--- config.mk ---
export PLATFORM = sky130hd
export DESIGN_NAME = keypad_scanner
export DESIGN_NICKNAME = d
export VERILOG_FILES = /design/src/rtl/keypad_pkg.sv /design/src/rtl/keypad_debounce.sv /design/src/rtl/keypad_scanner.sv
export SDC_FILE = /design/constraint.sdc
export NUM_CORES = 1
export LEC_CHECK = 0
export CAP_MARGIN = 15
export CORE_MARGIN = 8
export CORE_UTILIZATION = 60
export DETAILED_ROUTE_END_ITERATION = 8
export PLACE_DENSITY = 0.8
export RECOVER_POWER = 100
export SETUP_SLACK_MARGIN = 0.15
export SLEW_MARGIN = 20
export SYNTH_ARGS = -nofsm -noshare
export SYNTH_HDL_FRONTEND = slang
export SYNTH_SLANG_ARGS = --single-unit
--- constraint.sdc ---
create_clock -name clk -period 7.9 [get_ports clk]
set_input_delay 1.58 -clock clk [delete_from_list [all_inputs] [get_ports clk]]
set_output_delay 1.58 -clock clk [all_outputs]
set_load 0.01 [all_outputs]
--- src/rtl/keypad_pkg.sv ---
// Shared key codes and the [row][col] -> code map for the 4x4 keypad.
// Also imported by the calculator's digit-entry FSM.
package keypad_pkg;

  localparam logic [4:0] KEY_NONE = 5'h1F;
  localparam logic [4:0] KEY_ADD  = 5'd10;
  localparam logic [4:0] KEY_SUB  = 5'd11;
  localparam logic [4:0] KEY_MUL  = 5'd12;
  localparam logic [4:0] KEY_DIV  = 5'd13;
  localparam logic [4:0] KEY_EQ   = 5'd14;
  localparam logic [4:0] KEY_MEM  = 5'd15;

  function automatic logic [4:0] key_map(input logic [1:0] row, input logic [1:0] col);
    logic [4:0] code;
    case ({row, col})
      4'h0:    code = 5'd1;
      4'h1:    code = 5'd2;
      4'h2:    code = 5'd3;
      4'h3:    code = KEY_ADD;
      4'h4:    code = 5'd4;
      4'h5:    code = 5'd5;
      4'h6:    code = 5'd6;
      4'h7:    code = KEY_SUB;
      4'h8:    code = 5'd7;
      4'h9:    code = 5'd8;
      4'hA:    code = 5'd9;
      4'hB:    code = KEY_MUL;
      4'hC:    code = 5'd0;
      4'hD:    code = KEY_MEM;
      4'hE:    code = KEY_EQ;
      4'hF:    code = KEY_DIV;
      default: code = KEY_NONE;
    endcase
    return code;
  endfunction

endpackage

--- src/rtl/keypad_debounce.sv ---
// Run-length debouncer over whole-scan results; emits the accepted code,
// a one-cycle strobe for each new non-idle code, and a held flag.
module keypad_debounce
  import keypad_pkg::*;
#(
  parameter int DEBOUNCE_CNT = 4
) (
  input  logic       clk,
  input  logic       reset_n,
  input  logic       scan_done,
  input  logic [4:0] scan_result,
  output logic [4:0] key_code,
  output logic       key_valid,
  output logic       key_held
);

  localparam int RW = $clog2(DEBOUNCE_CNT + 1);
  localparam logic [RW-1:0] RUN_MAX = RW'(DEBOUNCE_CNT);

  logic [RW-1:0] run_r;
  logic [RW-1:0] run_next_s;
  logic [4:0]    last_scan_r;
  logic [4:0]    key_code_r;
  logic          key_valid_r;
  logic          key_held_r;
  logic          accept_s;

  // Next run length: restart on a changed result, otherwise count up and saturate
  always_comb begin
    run_next_s = run_r;
    if (scan_result != last_scan_r) begin
      run_next_s = RW'(1);
    end else if (run_r == RUN_MAX) begin
      run_next_s = run_r;
    end else begin
      run_next_s = run_r + RW'(1);
    end
  end

  assign accept_s = scan_done && (run_next_s == RUN_MAX) && (scan_result != key_code_r);

  // Debounce state and registered outputs
  always_ff @(posedge clk or negedge reset_n) begin
    if (!reset_n) begin
      run_r       <= {RW{1'b0}};
      last_scan_r <= KEY_NONE;
      key_code_r  <= KEY_NONE;
      key_valid_r <= 1'b0;
      key_held_r  <= 1'b0;
    end else begin
      if (scan_done) begin
        last_scan_r <= scan_result;
        run_r       <= run_next_s;
      end
      if (accept_s) begin
        key_code_r  <= scan_result;
        key_valid_r <= (scan_result != KEY_NONE);
        key_held_r  <= (scan_result != KEY_NONE);
      end else begin
        key_valid_r <= 1'b0;
      end
    end
  end

  assign key_code  = key_code_r;
  assign key_valid = key_valid_r;
  assign key_held  = key_held_r;

endmodule

--- src/rtl/keypad_scanner.sv ---
// 4x4 keypad column scanner: drives one column low at a time, samples the
// synchronized rows at the end of each column, and resolves one code per scan.
module keypad_scanner
  import keypad_pkg::*;
#(
  parameter int SCAN_DIV     = 100000,
  parameter int DEBOUNCE_CNT = 4
) (
  input  logic       clk,
  input  logic       reset_n,
  input  logic [3:0] row_n,
  output logic [3:0] col_n,
  output logic [4:0] key_code,
  output logic       key_valid,
  output logic       key_held
);

  localparam int DW = $clog2(SCAN_DIV);

  logic [DW-1:0] dwell_r;
  logic [1:0]    col_r;
  logic [3:0]    col_n_r;
  logic [3:0]    row_meta_r;
  logic [3:0]    row_sync_r;
  logic          last_d1_r;
  logic          last_d2_r;
  logic [1:0]    col_d1_r;
  logic [1:0]    col_d2_r;
  logic [1:0]    acc_cnt_r;
  logic [4:0]    acc_code_r;

  logic          dwell_end_s;
  logic          scan_done_s;
  logic [1:0]    col_next_s;
  logic [2:0]    col_cnt_s;
  logic [2:0]    sum_s;
  logic [1:0]    new_cnt_s;
  logic [4:0]    col_code_s;
  logic [4:0]    new_code_s;
  logic [4:0]    scan_result_s;

  assign dwell_end_s = (dwell_r == DW'(SCAN_DIV - 1));
  assign col_next_s  = col_r + 2'd1;
  assign scan_done_s = last_d2_r && (col_d2_r == 2'd3);

  // Dwell counter and one-hot active-low column drive
  always_ff @(posedge clk or negedge reset_n) begin
    if (!reset_n) begin
      dwell_r <= {DW{1'b0}};
      col_r   <= 2'd0;
      col_n_r <= 4'b1110;
    end else if (dwell_end_s) begin
      dwell_r <= {DW{1'b0}};
      col_r   <= col_next_s;
      col_n_r <= ~(4'b0001 << col_next_s);
    end else begin
      dwell_r <= dwell_r + DW'(1);
    end
  end

  // Row synchronizer, with the sample strobe and column delayed to stay aligned to it
  always_ff @(posedge clk or negedge reset_n) begin
    if (!reset_n) begin
      row_meta_r <= 4'hF;
      row_sync_r <= 4'hF;
      last_d1_r  <= 1'b0;
      last_d2_r  <= 1'b0;
      col_d1_r   <= 2'd0;
      col_d2_r   <= 2'd0;
    end else begin
      row_meta_r <= row_n;
      row_sync_r <= row_meta_r;
      last_d1_r  <= dwell_end_s;
      last_d2_r  <= last_d1_r;
      col_d1_r   <= col_r;
      col_d2_r   <= col_d1_r;
    end
  end

  // Fold this column's pressed rows into the running per-scan count and code
  always_comb begin
    col_cnt_s  = 3'd0;
    col_code_s = KEY_NONE;
    for (int r = 0; r < 4; r++) begin
      col_cnt_s  = col_cnt_s + {2'b00, ~row_sync_r[r]};
      col_code_s = row_sync_r[r] ? col_code_s : key_map(2'(r), col_d2_r);
    end
    sum_s         = {1'b0, acc_cnt_r} + col_cnt_s;
    new_cnt_s     = (sum_s >= 3'd2) ? 2'd2 : sum_s[1:0];
    new_code_s    = (col_cnt_s != 3'd0) ? col_code_s : acc_code_r;
    scan_result_s = (new_cnt_s == 2'd1) ? new_code_s : KEY_NONE;
  end

  // Per-scan accumulator, cleared once the scan result has been handed on
  always_ff @(posedge clk or negedge reset_n) begin
    if (!reset_n) begin
      acc_cnt_r  <= 2'd0;
      acc_code_r <= KEY_NONE;
    end else if (scan_done_s) begin
      acc_cnt_r  <= 2'd0;
      acc_code_r <= KEY_NONE;
    end else if (last_d2_r) begin
      acc_cnt_r  <= new_cnt_s;
      acc_code_r <= new_code_s;
    end
  end

  keypad_debounce #(
    .DEBOUNCE_CNT(DEBOUNCE_CNT)
  ) u_debounce (
    .clk         (clk),
    .reset_n     (reset_n),
    .scan_done   (scan_done_s),
    .scan_result (scan_result_s),
    .key_code    (key_code),
    .key_valid   (key_valid),
    .key_held    (key_held)
  );

  assign col_n = col_n_r;

endmodule

==> qor.txt <==
routed vias/inst = 5.74
failing checks = capacitance limit, slew limit
Critical Path Start = row_sync_r[3]$_DFF_PN1_
area delta synth->final = 11.6%
number of synthesized flops with an enable pin = 0
vias post-DR = 2284
antenna diode count = 0
Placeable Area = 5140 µm²
worst hold slack = 0.353 ns
Slew Viols, Final = 60
LEAKAGE = 1.58 nW
Relative slew margins = -94.7%
number of synthesized register bits = 59
WL/cell = 15.2 µm
Multi-input gate area = 1560 µm²
fmax = 215 MHz
end of the critical path = u_debounce.key_code[3]$_DFFE_PN1P_
Max FO, Critical Path = 8
FP Rows = 26
FILL cells = 413
flop2flop setup slack = 3.26 ns
Post-CTS Resized = 0
Synth Warn # = 0
register area = 1510 µm²
clock network latency to the later pin of the worst-skew pair = 0.33 ns
CTS tree = yes
RSZ-0062 raised after global routing = no
final cell count without fillers = 398
Netlist cell types = 59
router iterations before antenna repair = 4
largest area contributor in the netlist = dfrtp_1
setup violators final = 0
worst path required time = 8.14 ns
io pins = 17
total wire length = 6060 µm
WP data arrival = 4.89 ns
maximum VDD drop = 0.211 mV
Post-CTS Hold Buffers = 0
commonest non-fill, non-tap cell in the layout = dfrtp_1
Crit Reg-Reg Startpoint = row_sync_r[3]$_DFF_PN1_
post-synthesis sequential area ratio = 47.0%
placed cells = 382
Final Hold Vio Count = 0
cell count of the worst reg-to-reg path = 12
grt total ovfl = 0
PortBufs = 16
CP endpoint kind = flop
final setup TNS = 0 ns
worst setup path category = reg -> reg
cts bufs inserted = 9
worst flop-to-flop path endpoint = u_debounce.key_code[3]$_DFFE_PN1P_
Worst-Margin Slew = 2.92 ns
Max Root-Sink Buffers = 2
first-pass GRT wire length = 10300 µm
htree depth = 3
clock sink count = 59
largest net degree at the start of global routing = 60
Final min period = 4.64 ns
# DRC = 0
synth top area cells = dfrtp_1, dfstp_2, ha_1
vias in the first global route = 2257
synthesized cell area = 3210 µm²
most frequent cells in the layout = dfrtp_1, nor2_1, dfstp_2, nand2_1, inv_1
post-layout util = 69.8%
max-cap violations = 1
Die X = 89.2 µm
Mean Syn Cell Area = 10.7 µm²
PwrDens = 182 nW/µm²
Initial Util = 62.5%
clk root buf = clkbuf_8
initial antenna violation count = 0
min-delay worst type = reg -> reg
GRT Total Usage = 16.8%
GP Congestion = 0.952
type of origin of the critical path = flop
asr flop ratio synth = 100%
Yosys top cell area share = 25.7%
Post-CTS Setup Inserts = 0
syn_nets = 325
status = finished with violations
Post-Syn Instances = 301
die area = 7950 µm²
die height = 89.2 µm
clock slew at reported path FFs = 0.07 ns
fin crit share = 58.8%
share of cells above drive strength 1 = 17.7%
NumNets Final = 347
drt initial violations = 215
DP HPWL = 4440 µm
top_reg_cell synth = dfrtp_1
Post-DRT Antenna Nets = 0
Clock Skews = 0.0100 ns
==> power by group <==
| part | internal [mW] | total (mW) | leakage (nW) | switching [mW] |
|---|---|---|---|---|
| clock | 0.146 | 0.264 | 0.100 | 0.118 |
| sequential | 0.306 | 0.309 | 0.716 | 0.00253 |
| combinational | 0.0283 | 0.0782 | 0.765 | 0.0499 |
==> worst min-delay path by stage <==
stage	start	endpoint	slack [ns]	cells past startpoint
global placement	col_d1_r[1]$_DFF_PN0_	col_d2_r[1]$_DFF_PN0_	0.33	0
detailed placement	col_d1_r[1]$_DFF_PN0_	col_d2_r[1]$_DFF_PN0_	0.34	0
CTS	row_meta_r[0]$_DFF_PN1_	row_sync_r[0]$_DFF_PN1_	0.36	0
global route	col_d1_r[1]$_DFF_PN0_	col_d2_r[1]$_DFF_PN0_	0.35	0
finish	col_d1_r[1]$_DFF_PN0_	col_d2_r[1]$_DFF_PN0_	0.35	0
floorplan	col_d1_r[0]$_DFF_PN0_	col_d2_r[0]$_DFF_PN0_	0.33	0
==> registers in the layout, indices dropped and copies added (netlist names) <==
signal / flops
col_d2_r: 2
col_d1_r: 2
last_d2_r: 1
acc_code_r: 5
u_debounce.key_valid: 1
dwell_r: 17
u_debounce.key_held: 1
u_debounce.run_r: 3
row_meta_r: 4
col_r: 2
last_d1_r: 1
row_sync_r: 4
acc_cnt_r: 2
u_debounce.key_code: 5
col_n: 4
u_debounce.last_scan_r: 5
==> cells in the mapped netlist (all sizes together) (3+ instances only) <==
cell type,count
dfrtp,33
nor2,29
dfstp,26
nand2,25
inv,18
ha,16
nand3,14
o21ai,12
xor2,12
xnor2,10
mux2,9
nand4,9
a21oi,8
clkbuf,7
o22a,7
or3,6
nand2b,5
nor3,5
nor3b,4
mux2i,3
nand3b,3
nor4,3
o211ai,3
==> per-stage QoR <==
step / area [µm²] / total power, mW / setup WS (ns)
after floorplan: 3210 / 0.374 / 3.99
after global placement: 3440 / 0.395 / 3.79
after detailed placement: 3440 / 0.396 / 3.65
after CTS: 3640 / 0.665 / 3.61
after global routing: 3590 / 0.683 / 2.97
final: 3590 / 0.651 / 3.26
==> kinds of logic after synthesis <==
family | count (synthesis) | share of synthesized area (%)
and+or+nand+nor | 115 | 20.1
DFF | 59 | 47.0
AOI/OAI and AO/OA | 50 | 11.6
buffers and inverters | 25 | 2.92
xor gates and xnor gates | 22 | 6.46
adders and majority gates | 18 | 7.48
muxes | 12 | 4.56
==> critical path, stage by stage, from the launching register on <==
cell	delay, ns
dfstp_1	0.67
inv_1	0.14
fa_1	0.45
ha_1	0.20
ha_1	0.34
fa_1	0.46
xor2_1	0.21
nor2_1	0.37
nand2_1	0.10
a21oi_1	0.37
xor2_1	0.48
nand3b_1	0.34
mux2_1	0.41
==> metal layers <==
layer	wire, µm	GRT usage [%]	share of wire, %
met1	2760	20.5	46
met3	257	4.14	4.2
met5	0	0	0
met4	76	6.34	1.3
met2	2970	28.1	49
==> layout make-up <==
type | count | share of cell area (%)
well taps | 70 | 2.44
repair buffers | 18 | 4.64
clock inverters | 6 | 1.85
clock buffers | 10 | 3.56
inverters | 18 | 1.88
flip-flops and latches | 59 | 42.1
multi-input cells | 217 | 43.5
Power figures use the tool's default switching activity.
